--- config.mk ---
export PLATFORM = sky130hd
export DESIGN_NAME = riscv_branch_resolve
export DESIGN_NICKNAME = d
export VERILOG_FILES = /design/src/rtl/riscv_branch_resolve.sv
export SDC_FILE = /design/constraint.sdc
export NUM_CORES = 2
export LEC_CHECK = 0
export BUFFER_PORTS_ARGS = -buffer_cell sky130_fd_sc_hd__buf_2
export CELL_PAD_IN_SITES_DETAIL_PLACEMENT = 0
export CELL_PAD_IN_SITES_GLOBAL_PLACEMENT = 1
export CORE_UTILIZATION = 25
export CTS_CLUSTER_DIAMETER = 80
export DETAILED_ROUTE_END_ITERATION = 10
export PLACE_DENSITY_LB_ADDON = 0.1
export SKIP_CTS_REPAIR_TIMING = 1
export SLEW_MARGIN = 20
export SYNTH_ARGS = -nofsm -noshare
export SYNTH_HDL_FRONTEND = slang
export SYNTH_SLANG_ARGS = --single-unit
--- constraint.sdc ---
create_clock -name clk -period 10.9 [get_ports clk]
set_clock_uncertainty 0.15 [all_clocks]
set_input_delay 0.545 -clock clk [delete_from_list [all_inputs] [get_ports clk]]
set_output_delay 0.545 -clock clk [all_outputs]
set_load 0.02 [all_outputs]
--- src/rtl/riscv_branch_resolve.sv ---
// Execute-stage branch resolution: evaluates two control-flow slots per cycle,
// feeds predictor updates through a small queue and raises redirect/flush on mispredict.
module riscv_branch_resolve #(
   parameter int UPD_FIFO_DEPTH = 4,
   parameter bit LINK_CHECK     = 1'b1
) (
   input  logic             clk,
   input  logic             srst,
   input  logic [1:0]       ex_valid,
   input  logic [1:0]       ex_is_br,
   input  logic [1:0]       ex_is_jal,
   input  logic [1:0]       ex_is_jalr,
   input  logic [1:0][2:0]  ex_funct3,
   input  logic [1:0]       ex_rd_link,
   input  logic [1:0]       ex_rs1_link,
   input  logic [1:0][31:0] ex_pc,
   input  logic [1:0][31:0] ex_imm,
   input  logic [1:0][31:0] ex_rs1,
   input  logic [1:0][31:0] ex_rs2,
   input  logic [1:0][31:0] ex_pred_next,
   output logic             branch_occur,
   output logic             branch_taken,
   output logic             branch_nontaken,
   output logic             branch_call,
   output logic             branch_return,
   output logic             branch_jump,
   output logic [31:0]      branch_src,
   output logic [31:0]      branch_target,
   output logic             redirect_valid,
   output logic [31:0]      redirect_pc,
   input  logic             redirect_ready,
   output logic             flush,
   output logic [31:0]      mispredict_cnt,
   output logic [15:0]      upd_drop_cnt
);

   localparam int PTR_W = (UPD_FIFO_DEPTH > 1) ? $clog2(UPD_FIFO_DEPTH) : 1;
   localparam int CNT_W = PTR_W + 1;

   typedef struct packed {
      logic [31:0] src;
      logic [31:0] target;
      logic        taken;
      logic        nontaken;
      logic        call;
      logic        ret;
      logic        jump;
   } upd_rec_t;

   typedef enum logic [0:0] {ST_IDLE, ST_REDIRECT} state_t;

   function automatic logic br_cond(input logic [2:0] f3, input logic [31:0] a, input logic [31:0] b);
      logic r;
      case (f3)
         3'b000:  r = (a == b);
         3'b001:  r = (a != b);
         3'b100:  r = ($signed(a) < $signed(b));
         3'b101:  r = ($signed(a) >= $signed(b));
         3'b110:  r = (a < b);
         3'b111:  r = (a >= b);
         default: r = 1'b0;
      endcase
      return r;
   endfunction

   logic [1:0]                taken_w;
   logic [1:0]                jump_w;
   logic [1:0]                mis_w;
   logic [1:0][31:0]          target_w;
   logic [1:0][31:0]          actual_w;
   upd_rec_t [1:0]            rec_w;

   generate
      for (genvar gi = 0; gi < 2; gi++) begin : g_slot
         logic [31:0] jalr_sum;
         logic        call_w;
         logic        ret_w;
         assign jalr_sum     = ex_rs1[gi] + ex_imm[gi];
         assign jump_w[gi]   = ex_is_jal[gi] | ex_is_jalr[gi];
         assign taken_w[gi]  = jump_w[gi] | (ex_is_br[gi] & br_cond(ex_funct3[gi], ex_rs1[gi], ex_rs2[gi]));
         assign target_w[gi] = ex_is_jalr[gi] ? {jalr_sum[31:1], 1'b0} : (ex_pc[gi] + ex_imm[gi]);
         assign actual_w[gi] = taken_w[gi] ? target_w[gi] : (ex_pc[gi] + 32'd4);
         assign mis_w[gi]    = (actual_w[gi] != ex_pred_next[gi]);
         assign call_w       = LINK_CHECK ? (jump_w[gi] & ex_rd_link[gi]) : 1'b0;
         assign ret_w        = LINK_CHECK ? (ex_is_jalr[gi] & ex_rs1_link[gi] & ~ex_rd_link[gi]) : 1'b0;
         assign rec_w[gi]    = '{src:      ex_pc[gi],
                                 target:   target_w[gi],
                                 taken:    taken_w[gi],
                                 nontaken: ex_is_br[gi] & ~taken_w[gi],
                                 call:     call_w,
                                 ret:      ret_w,
                                 jump:     jump_w[gi]};
      end
   endgenerate

   state_t      state_q, state_d;
   logic [31:0] redirect_pc_q, redirect_pc_d;
   logic        flush_q, flush_d;
   logic [31:0] mispredict_cnt_q, mispredict_cnt_d;
   logic        push0, push1;

   always_comb begin
      state_d          = state_q;
      redirect_pc_d    = redirect_pc_q;
      flush_d          = 1'b0;
      mispredict_cnt_d = mispredict_cnt_q;
      push0            = 1'b0;
      push1            = 1'b0;
      case (state_q)
         ST_IDLE: begin
            push0 = ex_valid[0];
            // A slot-0 mispredict makes slot 1 wrong-path: it neither trains nor redirects.
            push1 = ex_valid[1] & ~(ex_valid[0] & mis_w[0]);
            if (ex_valid[0] & mis_w[0]) begin
               state_d          = ST_REDIRECT;
               redirect_pc_d    = actual_w[0];
               flush_d          = 1'b1;
               mispredict_cnt_d = mispredict_cnt_q + 32'd1;
            end else if (push1 & mis_w[1]) begin
               state_d          = ST_REDIRECT;
               redirect_pc_d    = actual_w[1];
               flush_d          = 1'b1;
               mispredict_cnt_d = mispredict_cnt_q + 32'd1;
            end
         end
         ST_REDIRECT: begin
            if (redirect_ready) state_d = ST_IDLE;
         end
         default: state_d = ST_IDLE;
      endcase
   end

   upd_rec_t             mem_q [UPD_FIFO_DEPTH];
   upd_rec_t             mem_d [UPD_FIFO_DEPTH];
   logic [PTR_W-1:0]     wr_ptr_q, wr_ptr_d, rd_ptr_q, rd_ptr_d;
   logic [CNT_W-1:0]     count_q, count_d;
   logic [15:0]          drop_cnt_q, drop_cnt_d;
   logic                 pop;
   logic [CNT_W-1:0]     free_w;
   logic [1:0]           n_req, accept, drops;
   logic [16:0]          drop_sum;
   upd_rec_t             first_rec;

   always_comb begin
      mem_d     = mem_q;
      pop       = (count_q != '0);
      // The head leaves this cycle regardless, so its slot is already reusable.
      free_w    = CNT_W'(UPD_FIFO_DEPTH) - count_q + CNT_W'(pop);
      n_req     = {1'b0, push0} + {1'b0, push1};
      accept    = (CNT_W'(n_req) > free_w) ? free_w[1:0] : n_req;
      drops     = n_req - accept;
      first_rec = push0 ? rec_w[0] : rec_w[1];
      if (accept != 2'd0) mem_d[wr_ptr_q] = first_rec;
      if (accept == 2'd2) mem_d[wr_ptr_q + PTR_W'(1)] = rec_w[1];
      wr_ptr_d  = wr_ptr_q + PTR_W'(accept);
      rd_ptr_d  = rd_ptr_q + PTR_W'(pop);
      count_d   = count_q - CNT_W'(pop) + CNT_W'(accept);
      drop_sum  = {1'b0, drop_cnt_q} + 17'(drops);
      drop_cnt_d = drop_sum[16] ? 16'hFFFF : drop_sum[15:0];
   end

   always_ff @(posedge clk) begin
      mem_q <= mem_d;
      if (srst) begin
         state_q          <= ST_IDLE;
         redirect_pc_q    <= '0;
         flush_q          <= 1'b0;
         mispredict_cnt_q <= '0;
         wr_ptr_q         <= '0;
         rd_ptr_q         <= '0;
         count_q          <= '0;
         drop_cnt_q       <= '0;
      end else begin
         state_q          <= state_d;
         redirect_pc_q    <= redirect_pc_d;
         flush_q          <= flush_d;
         mispredict_cnt_q <= mispredict_cnt_d;
         wr_ptr_q         <= wr_ptr_d;
         rd_ptr_q         <= rd_ptr_d;
         count_q          <= count_d;
         drop_cnt_q       <= drop_cnt_d;
      end
   end

   upd_rec_t head;
   assign head            = mem_q[rd_ptr_q];
   assign branch_occur    = pop;
   assign branch_taken    = pop & head.taken;
   assign branch_nontaken = pop & head.nontaken;
   assign branch_call     = pop & head.call;
   assign branch_return   = pop & head.ret;
   assign branch_jump     = pop & head.jump;
   assign branch_src      = pop ? head.src : 32'd0;
   assign branch_target   = pop ? head.target : 32'd0;

   assign redirect_valid  = (state_q == ST_REDIRECT);
   assign redirect_pc     = redirect_pc_q;
   assign flush           = flush_q;
   assign mispredict_cnt  = mispredict_cnt_q;
   assign upd_drop_cnt    = drop_cnt_q;

endmodule

==> run summary <==
Async SR Flop Fraction - 0
CP Buf/Inv Count - 4
Critical Path RT - 11300 ps
Reg clk slew, reported paths - 60 ps
Skew-Pair Late Insertion Delay - 610 ps
first-pass GRT wire length - 220.9 mm
Worst-Margin Slew - 1132 ps
CTS Sinks - 365
P&R area growth vs syn - 18.59%
Die X - 347.1 um
Layout fillers - 12850
FF/Latch Area - 0.007315 sq mm
cell count after synthesis - 3805
H-tree depth - 2
Pleak - 15.09 nW
post-route ant nets - 0
largest net degree at the start of global routing - 76
share of cells above drive strength 1 - 0.1930
CTS tree - yes
Sw Ratio - 0.4474
RSZ-0062 raised after global routing - false
type of origin of the critical path - input port
Post-Layout Cell Count - 5728
count of different cell masters after synthesis - 103
Post-synth EDFFs - 0
placed cell count - 5638
initial antenna violation count - 30
Reg power frac - 0.267
DRC violations left - 0
Final Setup Violations - 0
Sw Pwr - 3.803 mW
Pins Over Slew Limit - 0
clock network fraction of total power - 0.192
Mapped Avg Cell Area - 7.825 sq um
routability cong. - 0.8758
drt total wl - 156.8 mm
Initial Util - 0.2522
first-pass detailed-route iteration total - 5
Setup TNS Final - 0 ps
Crit Path Category - in -> reg
ys flop type - dfxtp_1
Worst EP arrival - 9570 ps
die area - 0.1205 sq mm
dpl hpwl - 119.9 mm
Final #Nets - 4700
1st-iter DRT viols - 2180
CP top delay family - simple AND/OR/NAND/NOR gates
die span in y - 347.1 um
Ys Warns - 0
sequential fraction of the synthesis area - 0.2454
fmax - 0.1090 GHz
fin crit period - 9173 ps
total of max-cap violations - 0
Avg WL per Cell - 27.37 um
via/cell ratio - 5.393
Int Pwr - 4.698 mW
Slew HR - 0.2236
# rows - 126
Critical Path End Type - flip-flop
Synth Net Count - 4354
vias in the first global route - 29610
CTS Buf Count - 47
post-synthesis register bit count - 365
Min Hold Slack - 40.08 ps
Multi-input gate area - 0.02100 sq mm
top cells by area, synth - dfxtp_1 25%, ha_1 8.5%, a21oi_1 7.0%
mapped cell area - 0.02977 sq mm
core area - 0.1181 sq mm
count leader, synth - a21oi_1
# port buffers - 492
Comb pwr share - 0.541
via count - 30890
Max clock buf depth - 3
Pwr per Cell Area - 240.8 mW/mm^2
IO Pins - 493
Post-synth top cells - 418 x a21oi_1, 376 x nor2_1, 365 x dfxtp_1
CP max stage delay - 650 ps
Synth area leader - dfxtp_1
hold crit path type - in -> reg
Top cell by count, worst path - ha_1
Final Core Density - 0.2990
Total GRT Usage - 0.2508
Root Buffer - clkbuf_16
status - finished clean
gr ovfl total - 0
Slowest-stage cell, CP - o21ai_4
period utilization - 0.8416
reg2reg setup slack - 5330 ps
crit path max fanout - 23
worst vdd ir - 0.0001796 V
area fraction of the dominant cell type after synthesis - 0.2454
endpoints failing hold - 0
routing by layer:
metal	part of all wire	global-route usage	up-vias
met5	0.00080	0	-
met4	0.023	0.06104	20
met3	0.056	0.03702	157
met2	0.45	0.4073	985
met1	0.47	0.3458	15060
li1	-	-	14660
cells in the final DEF, fill, tap and decap left out, types with 37 or more instances in the layout:
cell	n
a211oi_1	48
a21o_1	49
a21oi_1	414
a22oi_1	43
a31oi_1	37
and2_1	94
and3_1	112
buf_2	491
buf_4	69
clkbuf_16	50
dfxtp_1	363
ha_1	202
inv_1	126
mux2i_1	84
mux4_2	69
nand2_1	345
nand3_1	81
nand4_1	57
nor2_1	376
nor3_1	42
o211ai_1	46
o21ai_0	113
o22ai_1	182
xnor2_1	139
xor2_1	93
cells by family after synthesis:
group / Yosys count / share of synthesized area
AO/OA/AOI/OAI: 1152 / 0.2464
XOR/XNOR: 232 / 0.06824
adder cells (fa/ha/maj): 208 / 0.08892
buffers and inverters: 392 / 0.05169
flip-flops: 365 / 0.2454
multiplexers: 181 / 0.09186
AND/OR/NAND/NOR: 1275 / 0.2075
cell type report:
type,instances,share of cell area
well taps,1536,0.05443
inverters,128,0.01361
clock buffers,66,0.03969
multi-input cells,3048,0.5946
flip-flops and latches,365,0.2072
repair buffers,561,0.08483
clock inverters,18,0.005280
diodes,6,0.0004252
stage by stage:
stage / setup WS [ps] / power [mW] / cell area [sq um]
CTS: 1706 / 8.566 / 35300
detailed placement: 1099 / 6.905 / 33710
global route: 908.0 / 9.008 / 35300
floorplan: 3168 / 5.167 / 29770
finish: 1727 / 8.501 / 35310
global placement: 1212 / 6.893 / 33710
final timing paths:
| check | startpoint | endpoint | cells after the start |
|---|---|---|---|
| worst max register to register | redirect_valid | upd_drop_cnt[8] | 21 |
| worst min-delay path | redirect_ready | redirect_valid | 3 |
| worst max-delay path | ex_rs1[31] | upd_drop_cnt[8] | 33 |
| worst min register to register | mem_q[33] | mem_q[33] | 2 |
power groups by stage:
stage          Combinational (mW)  Sequential [mW]  Clock [mW]
6_report                     4.60             2.27        1.63
5_1_grt                      4.95             2.34        1.72
4_1_cts                      4.62             2.27        1.67
3_5_place_dp                 4.61             2.30           0
3_3_place_gp                 4.60             2.30           0
2_1_floorplan                3.00             2.16           0
worst register-to-register path, cell delays in order (launching register included):
cell	delay (ps)
dfxtp_1	420
inv_1	150
nand2_1	100
buf_4	460
clkinv_1	200
ha_1	340
inv_1	60
ha_1	290
nor3_1	180
o21ai_0	160
o21bai_1	200
a21oi_1	250
inv_1	150
ha_1	230
xor2_1	150
xnor2_1	260
fa_1	380
nand2_1	110
nor3_1	380
nand4_1	550
o21a_1	280
nor2_1	70
registers in the layout, summed over array words and instances, names as in the netlist:
register / cells
mem_q: 276
mispredict_cnt: 32
upd_drop_cnt: 16
rd_ptr_q: 2
redirect_valid: 1
count_q: 3
flush: 1
wr_ptr_q: 2
redirect_pc: 32
Power figures use the tool's default switching activity.
